<file path="config.mk">
export PLATFORM = sky130hd
export DESIGN_NAME = gray_cdc_receiver
export DESIGN_NICKNAME = d
export VERILOG_FILES = /design/src/rtl/gray_cdc_receiver.sv
export SDC_FILE = /design/constraint.sdc
export NUM_CORES = 1
export LEC_CHECK = 0
export CAP_MARGIN = 25
export CORE_MARGIN = 5
export CORE_UTILIZATION = 44
export CTS_CLUSTER_DIAMETER = 60
export DETAILED_ROUTE_END_ITERATION = 8
export HOLD_SLACK_MARGIN = 0.05
export PLACE_DENSITY = 0.75
export SLEW_MARGIN = 20
export SYNTH_ARGS = -nofsm -noshare
export SYNTH_HDL_FRONTEND = slang
export SYNTH_SLANG_ARGS = --single-unit
</file>
<file path="constraint.sdc">
create_clock -name clk -period 2.5 [get_ports clk]
set_clock_uncertainty 0.05 [all_clocks]
set_input_delay 0.5 -clock clk [delete_from_list [all_inputs] [get_ports clk]]
set_output_delay 0.5 -clock clk [all_outputs]
set_load 0.005 [all_outputs]
</file>
<file path="src/rtl/gray_cdc_receiver.sv">
// Domain-B receiver for toggle req/ack Gray word transfers.
// Define GRAY_CDC_STEP_CHECK_EN to enable the Gray single-step check.
module gray_cdc_receiver #(
  parameter int DATA_W      = 16,
  parameter int SYNC_STAGES = 2,
  parameter int COUNT_W     = 8
) (
  input  logic               clk,
  input  logic               rst,
  input  logic               a_req,
  input  logic [DATA_W-1:0]  a_data,
  output logic               b_ack,
  output logic               b_valid,
  output logic [DATA_W-1:0]  b_data,
  output logic [DATA_W-1:0]  b_bin,
  output logic               b_err,
  output logic [COUNT_W-1:0] b_count
);

  typedef enum logic [1:0] {
    IDLE,
    CAPTURE,
    DECODE,
    ACK
  } state_t;

  state_t               r_state;
  logic [SYNC_STAGES-1:0] r_sync;
  logic                 r_req_prev;
  logic [DATA_W-1:0]    r_data_q;
  logic                 r_ack;
  logic                 r_valid;
  logic [DATA_W-1:0]    r_data;
  logic [DATA_W-1:0]    r_bin;
  logic [COUNT_W-1:0]   r_count;
  logic                 w_req_s;
  logic                 w_req_new;
  logic [DATA_W-1:0]    w_bin;

  assign w_req_s   = r_sync[SYNC_STAGES-1];
  assign w_req_new = (w_req_s != r_req_prev);

  always_comb begin
    w_bin = '0;
    w_bin[DATA_W-1] = r_data_q[DATA_W-1];
    for (int i = DATA_W - 2; i >= 0; i--) begin
      w_bin[i] = w_bin[i+1] ^ r_data_q[i];
    end
  end

`ifdef GRAY_CDC_STEP_CHECK_EN
  logic [DATA_W-1:0] r_last_q;
  logic              r_first;
  logic              r_err;
  logic [DATA_W-1:0] w_diff;
  logic              w_step_bad;

  // Exactly one differing bit: nonzero and a power of two.
  assign w_diff     = r_data_q ^ r_last_q;
  assign w_step_bad = (w_diff == '0) ||
                      ((w_diff & (w_diff - DATA_W'(1))) != '0);
  assign b_err      = r_err;
`else
  assign b_err = 1'b0;
`endif

  always_ff @(posedge clk) begin
    if (rst) begin
      r_sync     <= '0;
      r_req_prev <= 1'b0;
      r_state    <= IDLE;
      r_data_q   <= '0;
      r_ack      <= 1'b0;
      r_valid    <= 1'b0;
      r_data     <= '0;
      r_bin      <= '0;
      r_count    <= '0;
`ifdef GRAY_CDC_STEP_CHECK_EN
      r_last_q   <= '0;
      r_first    <= 1'b1;
      r_err      <= 1'b0;
`endif
    end else begin
      r_sync  <= {r_sync[SYNC_STAGES-2:0], a_req};
      r_valid <= 1'b0;
      unique case (r_state)
        IDLE: begin
          if (w_req_new) begin
            r_req_prev <= w_req_s;
            r_state    <= CAPTURE;
          end
        end
        CAPTURE: begin
          r_data_q <= a_data;
          r_state  <= DECODE;
        end
        DECODE: begin
          r_data  <= r_data_q;
          r_bin   <= w_bin;
          r_valid <= 1'b1;
          r_count <= r_count + COUNT_W'(1);
`ifdef GRAY_CDC_STEP_CHECK_EN
          r_err    <= r_first ? 1'b0 : w_step_bad;
          r_first  <= 1'b0;
          r_last_q <= r_data_q;
`endif
          r_state <= ACK;
        end
        ACK: begin
          r_ack   <= ~r_ack;
          r_state <= IDLE;
        end
        default: r_state <= IDLE;
      endcase
    end
  end

  assign b_ack   = r_ack;
  assign b_valid = r_valid;
  assign b_data  = r_data;
  assign b_bin   = r_bin;
  assign b_count = r_count;

endmodule
</file>
---- Word-level counts from Yosys, hierarchy flattened ----
Index checks and enable logic that the tools add are counted.
word-level totals
  output and inout port bits .............. 43
  bits in registers ....................... 63
  bits of input ports ..................... 19
cells by class
  equality and inequality tests ........... 5
  reduce and logical (&&, ||, !) cells .... 2
  muxes and demuxes ....................... 3
  $add $sub $neg .......................... 1
  bitwise logic cells ..................... 16
operators by type and width
  operator               number
  $xor A1 B1 Y1          15
  $add A8 B1 Y8 const B  1
  $pmux W2 S4            1
  $eq A2 B2 Y1 const B   2
  $eq A2 B1 Y1 const B   1
  $logic_not A2 Y1       1
  $mux W2                1
  $ne A2 B2 Y1 const B   1
  $reduce_and A2 Y1      1
  $mux W1                1
  $ne A1 B1 Y1           1
  $not A1 Y1             1

---- Depth between registers and ports, before layout ----
Gate-level depths: netlist (run 1).
  word-level depth ........................ 15
  mapped depth ............................ 6
  gate-level depth less buffers ........... 6

---- Least setup slack after synthesis (run 1) ----
No wires, ideal clock.
  path kind ............................... register to register
  start ................................... reg r_data_q[15]
  end ..................................... reg r_bin[0] (netlist: b_bin[0])
  data required time ...................... 2,371 ps
  slack ................................... 222 ps
  buffers on the path ..................... 0
  period minus slack after synthesis ...... 2,278 ps
  arrival ................................. 2,149 ps
  stages on the path, launching flop included .. 6
  path through ............................ dfxtp_1 > xnor3_2 > xnor3_2 > xnor2_4 > xnor3_1 > a211oi_2
on the way
  longest elaborated chain between the ends .. 15
RTL lines
  item                          RTL line  source
  start, declared               30        logic [DATA_W-1:0] r_data_q;
  start signal, assigned        94        r_data_q <= a_data;
  $xor A1 B1 Y1 (15 in series)  47        w_bin[i] = w_bin[i+1] ^ r_data_q[i];
  end signal, assigned          99        r_bin <= w_bin;
  end, declared                 34        logic [DATA_W-1:0] r_bin;
No other way between the ends.
A chain may end at the register's enable or synchronous reset.

---- Final worst setup path (run 1) ----
Ends and elaborated chain as after synthesis.

==> results by group, run 1 <==
Run status
  • Status: finished, final reports clean

Synthesis
  • Synthesized Nets: roughly 280
  • Seq/Total Area, Yosys: 0.471
  • Area leader, netlist: dfxtp_1
  • Synth Flop Type: dfxtp_1
  • Warnings from Yosys: 0
  • Post-synthesis instance area: 2640 um^2
  • Post-synthesis instance total: around 260
  • Flops & latches, synth: slightly above 60
  • Cell with the most instances after synthesis: dfxtp_1
  • Avg Cell Area, Syn: just over 10 um^2
  • Post-synth EDFFs: 0
  • Yosys cell types: 29
  • Share of flip-flops with an asynchronous set or reset: 0
  • Post-synth top cells: 62 x dfxtp_1, 55 x nor2_1, 38 x mux2i_1
  • Synth top area cells: dfxtp_1 47%, mux2i_1 14%, nor2_1 7.8%
  • Post-synth top area share: 0.471

Cells and area
  • Final net count: ~340
  • Share of cells above drive strength 1: 0.0755
  • Area Overhead vs Synth: 31.9%
  • Final Non-Filler Cells: around 390
  • Design area: 3480 um^2
  • Diodes inserted: 0
  • Final core utilization: 0.591

Worst setup path
  • Worst-path fanout max: 5
  • CP startpoint: r_data_q[15]
  • End of the worst register-to-register path: b_bin[0]
  • Worst r2r src: r_data_q[15]
  • CP endpoint: b_bin[0]
  • Setup CP Type: reg2reg
  • Reg2reg path depth: 5
  • Critical Path Start Type: register
  • Endpoint class of the critical path: register
  • Crit path required time: ~2.7 ns
  • Worst R2R Setup Slack: between 0.2 and 0.25 ns
  • CP Data Arrival Time: between 2 and 2.5 ns

STA
  • Slew @ Worst Pin: between 0.6 and 0.7 ns
  • Crit path time final: 2.28 ns
  • Sum of negative setup slack: 0 ns
  • Max-slew violation count: 0
  • Rel. slew slack: 0.575
  • Fin crit share: 0.914
  • Final setup viols: 0
  • Peak Freq: 438 MHz
  • RSZ-0062 raised after global routing: no
  • Endpoints failing hold: 0

Detailed routing
  • DR vias/cell: about 4.8
  • Remaining antenna violation count after routing: 0
  • Vias: between 1500 and 2000
  • Iter 0 DRT Violations: 84
  • First-pass DRT Iterations: 4
  • Final WL: between 5000 and 6000 um
  • Wire per inst: roughly 14 um
  • Drc violations: 0

Power
  • Clock power share: 0.208
  • Cell Pwr Density: around 1100 nW/um^2
  • Int Pwr: about 0.0025 W
  • Logic pwr share: 0.450
  • Max rail drop VDD: between 500 and 600 uV
  • Leak: roughly 1.3 nW
  • Reg power frac: 0.341
  • Sw frac: 0.325
  • Switching power: between 0.001 and 0.0015 W
  • Pwr Total: between 0.003 and 0.004 W

Clock tree
  • Post-CTS Setup Inserts: 0
  • # resized after CTS: 0
  • Worst-path clk slew: around 0.060 ns
  • TritonCTS clock tree: built
  • CTS Sinks: 62
  • Worst skew pair latency: between 0.3 and 0.4 ns
  • CTS Buffer Depth: 2
  • Root Buffer: clkbuf_8
  • H-tree levels: 3
  • Hold-fix buffers, CTS: 0
  • Cts bufs inserted: 9

Global route
  • Largest net degree at the start of global routing: 43
  • Total track usage: 0.152
  • Number of global-route vias before repair: between 1500 and 2000
  • Antenna violations before repair: 0
  • First-pass GRT wire length: around 8900 um
  • Gr ovfl total: 0

Placement
  • Placed cell count: 379
  • Final HPWL DP: around 3700 um
  • GPL Wtd Cong: approximately 0.8
  • Port Buffers: 60
  • Dpl cell area: 3300 um^2

Die
  • Placement row count: 28
  • Die area: between 7000 and 8000 um^2
  • DIE HEIGHT: 87.4 um
  • Die width: 87.4 um
  • Initial Utilization: 0.448
  • # IOs: 62
  • Core area: ~5900 um^2

Run
  • Max-Cap Viols: 0

Hold path
  • Worst Hold Class: reg2reg
-- worst min path at each step --
| stage | startpoint | endpoint | cells past startpoint |
|---|---|---|---|
| after CTS | r_sync[0] | r_sync[1] | 1 |
| after global placement | r_sync[0] | r_sync[1] | 1 |
| after detailed placement | r_sync[0] | r_sync[1] | 1 |
| after global routing | r_sync[0] | r_sync[1] | 1 |
| after floorplan | r_sync[0] | r_sync[1] | 1 |
| final | r_sync[0] | r_sync[1] | 1 |
-- cell families after synthesis --
| group | count (synthesis) | share of synthesized area |
|---|---|---|
| flops | 62 | 0.471 |
| simple gates | 78 | 0.128 |
| compound gates | 19 | 0.0503 |
| other cells | 1 | 0.00142 |
| mux | 38 | 0.144 |
| xor+xnor | 32 | 0.147 |
| buf+inv | 22 | 0.0342 |
| fa+ha+maj | 5 | 0.0237 |
-- critical path, cell delays in order (launching register included) --
cell      delay [ns]
dfxtp_1         0.40
xnor3_2         0.52
xnor3_2         0.49
xnor2_4         0.21
xnor3_1         0.33
a211oi_2        0.20
-- state kept, by name (all words and copies together) (netlist names) --
register and flops:
b_ack 1, r_sync 2, b_count 8, r_state 2
r_req_prev 1, r_data_q 16, b_valid 1, b_bin 15
b_data 16
-- cell usage in the layout, fill, tap and decap left out, types with 5 or more instances in the layout --
cell type        count
clkdlybuf4s50_1     59
nor2_1              55
clkbuf_8            12
dfxtp_1             62
xor2_1              11
nand2b_1             6
mux2i_1             38
a211oi_1             7
xnor2_1             14
nand2_1              5
-- metrics by stage --
stage / hold WS, ns / setup WS (ns)
after floorplan: 0.364 / 0.222
after global placement: 0.387 / 0.276
after detailed placement: 0.400 / 0.245
after CTS: 0.411 / 0.225
after global routing: 0.415 / 0.119
final: 0.404 / 0.215
-- final cells by class --
cell class	count	area [um^2]
Inverter	4	15.0
Clock inverter	1	5.00
Fill cell	531	2410
Tap cell	75	93.8
Timing Repair Buffer	65	646
Sequential cell	62	1240
Multi-Input combinational cell	173	1310
Clock buffer	13	169
-- metal layers --
layer,global-route usage,wire length [um]
met1,0.186,2510
met2,0.235,2440
met3,0.0710,339
met4,0.0544,71
met5,0,0
-- power by group through the flow --
stage | clock, W | sequential [W] | combinational [W]
detailed placement | 0 | 0.00129 | 0.00168
global placement | 0 | 0.00129 | 0.00167
floorplan | 0 | 0.00126 | 0.00128
global route | 0.000850 | 0.00130 | 0.00183
CTS | 0.000805 | 0.00127 | 0.00169
finish | 0.000777 | 0.00127 | 0.00168
Power figures use the tool's default switching activity.
==> run 2: changes to the inputs <==
--- a/config.mk
+++ b/config.mk
@@ -9,4 +9,5 @@
 export CORE_MARGIN = 5
 export CORE_UTILIZATION = 44
+export CTS_BUF_LIST = sky130_fd_sc_hd__clkbuf_16
 export CTS_CLUSTER_DIAMETER = 60
 export DETAILED_ROUTE_END_ITERATION = 8
==> constraint.sdc (replaced) <==
create_clock -name clk -period 2.5 [get_ports clk]
set_clock_uncertainty 0.05 [all_clocks]
set_input_delay 0.5 -clock clk [delete_from_list [all_inputs] [get_ports clk]]
set_output_delay 0.5 -clock clk [all_outputs]
set_load 0.05 [all_outputs]
==> results by group, run 2 (synthesized netlist as in run 1, its figures left out) <==
Run
  • Max-Cap Viols: 0 (unchanged)

Cells and area
  • FF+latch area: 1240 um^2 (unchanged)
  • Final core utilization: 0.603 (+0.0121)
  • Most common cell after layout, fill and taps aside: dfxtp_1
  • Share of cells above drive strength 1: 0.0660 (-0.00943)
  • Area of the multi-input gates: 1310 um^2 (unchanged)
  • Area Overhead vs Synth: 34.6%
  • Diodes inserted: 0 (unchanged)
  • Fillers: 519 (-2.3%)
  • Final net count: 339 (unchanged)
  • Most frequent cells in the layout: 62 x dfxtp_1, 59 x clkdlybuf4s50_1, 55 x nor2_1

Placement
  • GPL Wtd Cong: 0.781 (unchanged)
  • Port Buffers: 60 (unchanged)
  • Final HPWL DP: 3700 um (unchanged)

Global route
  • Gr ovfl total: 0 (unchanged)
  • Largest net degree at the start of global routing: 43 (unchanged)
  • Antenna violations before repair: 0 (unchanged)
  • Total track usage: 0.152 (-0.000620)
  • Number of global-route vias before repair: 1883 (+1.3%)
  • First-pass GRT wire length: 8890 um (+0.47%)

STA
  • Crit path time final: 2.28 ns (+0.0000940 ns)
  • Endpoints failing hold: 0 (unchanged)
  • Max-slew violation count: 0 (unchanged)
  • Sum of negative setup slack: 0 ns (unchanged)
  • Final setup viols: 0 (unchanged)
  • Peak Freq: 438 MHz (about the same)
  • Rel. slew slack: 0.572 (-0.00275)
  • Fin crit share: 0.914 (about the same)
  • RSZ-0062 raised after global routing: no
  • Slew @ Worst Pin: 0.642 ns (+0.00412 ns)

Clock tree
  • TritonCTS clock tree: built
  • Worst skew pair latency: 0.32 ns (about the same)
  • Cts bufs inserted: 9 (unchanged)
  • CTS Sinks: 62 (unchanged)
  • # resized after CTS: 0 (unchanged)
  • Root Buffer: clkbuf_16
  • Hold-fix buffers, CTS: 0 (unchanged)
  • Worst-path clk slew: 0.05 ns (about the same)
  • H-tree levels: 3 (unchanged)
  • CTS Buffer Depth: 2 (unchanged)
  • Post-CTS Setup Inserts: 0 (unchanged)

Die
  • DIE HEIGHT: 87.4 um (unchanged)
  • # IOs: 62 (unchanged)
  • Die area: 7640 um^2 (unchanged)
  • Die width: 87.4 um (unchanged)
  • Placement row count: 28 (unchanged)
  • Core area: 5890 um^2 (unchanged)
  • Initial Utilization: 0.448 (unchanged)

Detailed routing
  • First-pass DRT Iterations: 4 (unchanged)
  • Remaining antenna violation count after routing: 0 (unchanged)
  • Vias: 1889 (-0.47%)
  • Drc violations: 0 (unchanged)
  • Final WL: 5350 um (-0.15%)
  • Wire per inst: 13.6 um (-0.15%)
  • DR vias/cell: 4.81 (-0.47%)
  • Iter 0 DRT Violations: 72 (-14%)

Worst setup path
  • Setup CP Type: reg2reg
  • Critical-path cell list: xnor3_2 > xnor3_2 > xnor2_4 > xnor3_1 > a211oi_2
  • Critical Path Start Type: register
  • Largest stage delay, worst path: 0.52 ns (about the same)
  • Worst path most repeated cell: xnor3_2
  • Slowest CP cell: xnor3_2
  • Crit path required time: 2.69 ns (-0.02 ns)
  • CP Data Arrival Time: 2.48 ns (about the same)
  • Endpoint class of the critical path: register
  • Worst-path fanout max: 5 (unchanged)

Power
  • Leak: 1.33 nW (+2.6%)
  • Max rail drop VDD: 703 uV (+21%)
  • Cell Pwr Density: 1200 nW/um^2 (+12%)

Run status
  • Status: finished, final reports clean

Hold path
  • Worst Hold Class: reg2reg
## run 2: changes by cell type in the layout (fill, tap and decap cells not counted)
| cell | delta |
|---|---|
| clkbuf_1 | -1 |
| clkbuf_16 | +9 |
| clkbuf_8 | -12 |
| inv_1 | +1 |
| clkinv_1 | +3 |
## run 2: final cells by class
cell class                 count  area share
tap                           75      0.0265
clock inverter                 5     0.00564
clock buffer                   9      0.0635
timing repair buffer          65       0.182
multi-input combinational    173       0.368
inverter                       4     0.00423
sequential                    62       0.350
## run 2: per-stage QoR
stage,setup slack (ns),hold WS [ns],cell area (um^2),power (W),cells
after detailed placement,0.245,0.400,3300,0.00325,379
after global routing,0.124,0.413,3550,0.00449,393
after global placement,0.276,0.387,3300,0.00322,379
after CTS,0.227,0.409,3550,0.00429,393
after floorplan,0.222,0.364,2640,0.00281,257
final,0.215,0.402,3550,0.00425,393
## run 2: metal layers
layer,vias to the layer above,wire (um),track usage
met5,-,0,0
met4,0,49,0.0544
met3,7,311,0.0653
met2,44,2450,0.236
met1,870,2540,0.187
li1,968,-,-
## run 2: report_power, final
| group | switching (W) | total, W | internal (W) |
|---|---|---|---|
| clock | 0.000386 | 0.00103 | 0.000640 |
| sequential | 0.000135 | 0.00128 | 0.00114 |
| combinational | 0.000995 | 0.00195 | 0.000952 |
| total | 0.00152 | 0.00425 | 0.00273 |
## run 2: path summary, 6_finish.rpt
path              depth (start not counted)  slack, ns          from   endpoint
setup reg to reg                          5       0.22  r_data_q[15]   b_bin[0]
hold reg to reg                           1       0.40     r_sync[0]  r_sync[1]
hold / removal                            1       0.40     r_sync[0]  r_sync[1]
setup / recovery                          5       0.22  r_data_q[15]   b_bin[0]
## run 2: worst max-delay path, delay by kind of cell, from the launching register on
family          cells  cell delay, ns
xor+xnor            4            1.55
flops               1            0.40
compound gates      1            0.20
